## src/rtl/nabp_shift_sequencer.sv

```systemverilog
// Shift sequencer for the filter mapper. It runs a fill (pipeline priming) phase and then
// a shift phase, gated by state_control kicks and by mapper back-pressure.
module nabp_shift_sequencer #(
  parameter int unsigned NUM_CH    = 4,
  parameter int unsigned MAX_FILL  = 16,
  parameter int unsigned MAX_SHIFT = 256
) (
  input  logic                               clk,
  input  logic                               reset_n,
  input  logic                               sc_fill_kick,
  input  logic                               sc_shift_kick,
  input  logic                               sc_abort,
  input  logic [$clog2(MAX_FILL+1)-1:0]      cfg_fill_len,
  input  logic [$clog2(MAX_SHIFT+1)-1:0]     cfg_shift_len,
  input  logic [NUM_CH-1:0]                  cfg_ch_mask,
  input  logic                               fm_ready,
  output logic                               sc_fill_done,
  output logic                               sc_shift_done,
  output logic                               sc_busy,
  output logic                               sc_kick_err,
  output logic [NUM_CH-1:0]                  fm_shift_enable
);

  localparam int unsigned FILL_W  = $clog2(MAX_FILL + 1);
  localparam int unsigned SHIFT_W = $clog2(MAX_SHIFT + 1);

  localparam logic [1:0] S_READY     = 2'd0;
  localparam logic [1:0] S_FILL      = 2'd1;
  localparam logic [1:0] S_FILL_DONE = 2'd2;
  localparam logic [1:0] S_SHIFT     = 2'd3;

  logic [1:0]         state, state_nxt;
  logic [FILL_W-1:0]  fill_cnt, fill_cnt_nxt;
  logic [SHIFT_W-1:0] shift_cnt, shift_cnt_nxt;
  logic [NUM_CH-1:0]  mask, mask_nxt;
  logic               fill_done_nxt, shift_done_nxt, kick_err_nxt;
  logic               abort_act;

  // Zero-length requests still run one cycle; oversize requests saturate at the maximum.
  function automatic logic [FILL_W-1:0] clamp_fill(input logic [FILL_W-1:0] len);
    if (len == '0) return FILL_W'(1);
    if (len > FILL_W'(MAX_FILL)) return FILL_W'(MAX_FILL);
    return len;
  endfunction

  function automatic logic [SHIFT_W-1:0] clamp_shift(input logic [SHIFT_W-1:0] len);
    if (len == '0) return SHIFT_W'(1);
    if (len > SHIFT_W'(MAX_SHIFT)) return SHIFT_W'(MAX_SHIFT);
    return len;
  endfunction

  assign sc_busy = (state != S_READY);

  always_comb begin
    state_nxt       = state;
    fill_cnt_nxt    = fill_cnt;
    shift_cnt_nxt   = shift_cnt;
    mask_nxt        = mask;
    fill_done_nxt   = 1'b0;
    shift_done_nxt  = 1'b0;
    fm_shift_enable = '0;
    kick_err_nxt    = sc_kick_err
                    | (sc_fill_kick  && (state != S_READY))
                    | (sc_shift_kick && (state != S_FILL_DONE));
    abort_act       = sc_abort && (state != S_READY);

    if (abort_act) begin
      // Abandon silently: no done pulse, enables already held low above.
      state_nxt     = S_READY;
      fill_cnt_nxt  = '0;
      shift_cnt_nxt = '0;
    end else begin
      case (state)
        S_READY: begin
          if (sc_fill_kick) begin
            state_nxt    = S_FILL;
            fill_cnt_nxt = clamp_fill(cfg_fill_len);
            mask_nxt     = cfg_ch_mask;
          end
        end
        S_FILL: begin
          fm_shift_enable = mask;
          fill_cnt_nxt    = fill_cnt - FILL_W'(1);
          if (fill_cnt == FILL_W'(1)) begin
            state_nxt     = S_FILL_DONE;
            fill_done_nxt = 1'b1;
          end
        end
        S_FILL_DONE: begin
          if (sc_shift_kick) begin
            state_nxt     = S_SHIFT;
            shift_cnt_nxt = clamp_shift(cfg_shift_len);
          end
        end
        S_SHIFT: begin
          if (fm_ready) begin
            fm_shift_enable = mask;
            shift_cnt_nxt   = shift_cnt - SHIFT_W'(1);
            if (shift_cnt == SHIFT_W'(1)) begin
              state_nxt      = S_READY;
              shift_done_nxt = 1'b1;
            end
          end
        end
        default: state_nxt = S_READY;
      endcase
    end
  end

  always_ff @(posedge clk) begin
    if (!reset_n) begin
      state         <= S_READY;
      fill_cnt      <= '0;
      shift_cnt     <= '0;
      mask          <= '0;
      sc_fill_done  <= 1'b0;
      sc_shift_done <= 1'b0;
      sc_kick_err   <= 1'b0;
    end else begin
      state         <= state_nxt;
      fill_cnt      <= fill_cnt_nxt;
      shift_cnt     <= shift_cnt_nxt;
      mask          <= mask_nxt;
      sc_fill_done  <= fill_done_nxt;
      sc_shift_done <= shift_done_nxt;
      sc_kick_err   <= kick_err_nxt;
    end
  end

endmodule

```

## config.mk

```make
export PLATFORM = sky130hd
export DESIGN_NAME = nabp_shift_sequencer
export DESIGN_NICKNAME = d
export VERILOG_FILES = /design/src/rtl/nabp_shift_sequencer.sv
export SDC_FILE = /design/constraint.sdc
export NUM_CORES = 1
export LEC_CHECK = 0
export CAP_MARGIN = 25
export CORE_ASPECT_RATIO = 1.4
export CORE_MARGIN = 1.5
export CORE_UTILIZATION = 54
export CTS_CLUSTER_DIAMETER = 80
export DETAILED_ROUTE_END_ITERATION = 12
export GPL_TIMING_DRIVEN = 0
export PLACE_DENSITY = 0.91
export SYNTH_ARGS = -nofsm -noshare
export SYNTH_HDL_FRONTEND = slang
export SYNTH_SLANG_ARGS = --single-unit
```

## constraint.sdc

```tcl
create_clock -name clk -period 5 [get_ports clk]
set_input_delay 0.5 -clock clk [delete_from_list [all_inputs] [get_ports clk]]
set_output_delay 0.5 -clock clk [all_outputs]
set_load 0.05 [all_outputs]
```

==> flow_summary.json <==
{
  "clk_latency_ns": 0.32,
  "critPathMaxFanout": 10,
  "cp_cell_sequence": "inv_1, ha_1, clkbuf_1, clkbuf_1, a21oi_1, nor2_1, and2_1, clkdlybuf4s50_1",
  "finalCritPeriodShare_pct": 67.3,
  "cp-start-kind": "flip-flop",
  "track_usage_pct": 24.8,
  "synth_fp_nets": 219,
  "slowest_delay_ns": 0.79,
  "start_util_pct": 56.5,
  "drt_iter0_markers": 70,
  "synth_common_cells": "dfxtp_1, a21oi_1, nand2_1, nor2_1",
  "synthTopCellsByArea": "dfxtp_1, ha_1, a21oi_1",
  "cts_buffers": 3,
  "status": "completed",
  "yosysSeqAreaShare_pct": 31.5,
  "synth_top_flop_cell": "dfxtp_1",
  "fmax_mhz": 297,
  "synthArstFlopShare_pct": 0,
  "cts_buffer_depth": 2,
  "antenna_found_initial": 0,
  "drv_cap": 0,
  "ys_seq_elements": 23,
  "num_rows": 22,
  "fillers": 222,
  "synth_area_sq_um": 1460,
  "cp.required_ns": 4.50,
  "yosys.area.top_type": "dfxtp_1",
  "cts_tree": "yes",
  "rsz0062_at_grt": "no",
  "wirelength_mm": 3.36,
  "clkTransAtPathRegs_ns": 0.14,
  "syn_area_per_cell_sq_um": 7.86,
  "hp-class": "reg -> reg",
  "fin_ws_ns": 1.64,
  "cts_hold_buf": 0,
  "seq_area_sq_um": 460,
  "vdd_drop_max_mv": 0.331,
  "setup_violations": 0,
  "multi_input_area_sq_um": 927,
  "dp.cells": 252,
  "grt_pass1_wl_mm": 5.73,
  "slew_violations": 0,
  "setup_tns_ns": 0,
  "fin_cells": 256,
  "tightest_slew_ns": 0.902,
  "die_w_um": 47.0,
  "grt_pass1_vias": 1405,
  "drc": 0,
  "vias": 1513,
  "dpl_cell_area_sq_um": 1810,
  "yosysMostFrequentCell": "dfxtp_1",
  "fin_skew_ns": 0.00880,
  "gr-total-overflow": 0,
  "detail_route.vias_per_cell": 5.91,
  "cp_slowest_cell": "clkdlybuf4s50_1",
  "min_period_ns": 3.36,
  "power_per_cell_area_nw_per_um2": 445,
  "final_area_sq_um": 1840,
  "finalNetCount": 254,
  "maxSlewHeadroom_pct": 39.4,
  "io_pins": 32,
  "post-place-ws_ns": 2.02,
  "leakage_nw": 0.684,
  "ant_nets": 0,
  "dieHeight_um": 64.6,
  "root_buffer": "clkbuf_4",
  "core_sq_um": 2590,
  "grt_max_degree": 14,
  "synth_edf_count": 0,
  "die_area_sq_um": 3030,
  "yosysWarnings": 0,
  "critPathKind": "reg -> out",
  "cp-end-kind": "output pin",
  "total_power_w": 0.000818,
  "htree_levels": 1,
  "cpMostUsedCell": "clkbuf_1",
  "hold_viol_final": 0,
  "routedWlPerCell_um": 13.1,
  "syn_to_final_growth_pct": 25.5,
  "cp.arrival_ns": 2.86,
  "cts.sinks": 23,
  "dp_hpwl_mm": 2.53,
  "gp_congestion": 0.848,
  "drive_above_1_share_pct": 5.00,
  "ctsResizeCount": 0,
  "synthCells": 186,
  "crit_family": "buffers and inverters",
  "n_antenna_cell": 0,
  "cts_setup_buffers": 0,
  "critPathBufInv": 4,
  "first_pass_iters": 5,
  "synth_top_area_share_pct": 31.5,
  "ys_types": 43,
  "numPortBuffers": 30
}
## routing by layer
metal / up-vias / track usage [%] / wire (um)
met3: 8 / 3.34 / 186
met2: 63 / 43.2 / 1710
li1: 746 / - / -
met1: 696 / 28.1 / 1410
met4: 0 / 11.5 / 64
met5: - / 0 / 0
## logic make-up (layout without fill, tap and decap cells)
family                   count (synthesis)  after routing  synth area share (%)
AO/OA/AOI/OAI                           58             58                  26.3
XOR/XNOR                                 1              1                 0.599
adder cells (fa/ha/maj)                  9              9                  7.70
buffers and inverters                   20             54                  5.13
flip-flops                              23             23                  31.5
multiplexers                             1              1                 0.684
AND/OR/NAND/NOR                         74             74                  28.1
## worst paths after layout
kind	from	to	slack, ns	cells after the start
setup / recovery	state[1]	fm_shift_enable[2]	1.64	8
hold / removal	mask[3]	mask[3]	0.47	2
setup reg to reg	state[0]	shift_cnt[0]	2.85	6
hold reg to reg	mask[3]	mask[3]	0.47	2
## worst register-to-register path, delay by kind of cell, from the launching register on
kind                       cells  cell delay (ns)
adders and majority gates      1             0.27
DFF                            1             0.41
buffers and inverters          1             0.10
AOI/OAI and AO/OA              2             0.34
and+or+nand+nor                2             0.98
## state kept, by name, summed over array words and instances (netlist names)
register / count
sc_shift_done: 1
sc_kick_err: 1
shift_cnt: 9
mask: 4
fill_cnt: 5
state: 2
sc_fill_done: 1
## layout by cell type (no fill, tap or decap), types with 4 or more instances in the layout
cell	Yosys	layout
a21oi_1	17	17
inv_1	11	11
clkbuf_1	9	9
nor3_1	5	5
a21boi_0	5	5
nand3_1	8	8
nor2b_1	8	8
clkdlybuf4s50_1	0	30
nor2_1	14	14
and2_1	4	4
dfxtp_1	23	23
nand2_1	16	16
o21ai_0	11	11
ha_1	9	9
## stage by stage
stage          hold slack, ns  util [%]
2_1_floorplan           0.439         -
6_report                0.466      70.9
3_5_place_dp            0.452      69.9
3_3_place_gp            0.446      69.9
5_1_grt                 0.481      70.9
4_1_cts                 0.470      70.9
## where the power goes
part / total, W / internal (W) / switching [W] / leakage, nW
Combinational: 0.000454 / 0.000184 / 0.000269 / 0.478
Clock: 0.0000896 / 0.0000300 / 0.0000596 / 0.0177
Sequential: 0.000274 / 0.000227 / 0.0000470 / 0.188
Total: 0.000818 / 0.000442 / 0.000376 / 0.684
## cell type report
type / count / area share (%)
sequential: 23 / 25.1
tap: 36 / 2.45
clock inverter: 1 / 0.273
timing repair buffer: 30 / 16.4
buffer: 9 / 1.84
inverter: 11 / 2.25
clock buffer: 3 / 1.23
multi-input combinational: 143 / 50.5
Note: power is estimated with default switching activity, not from simulation.
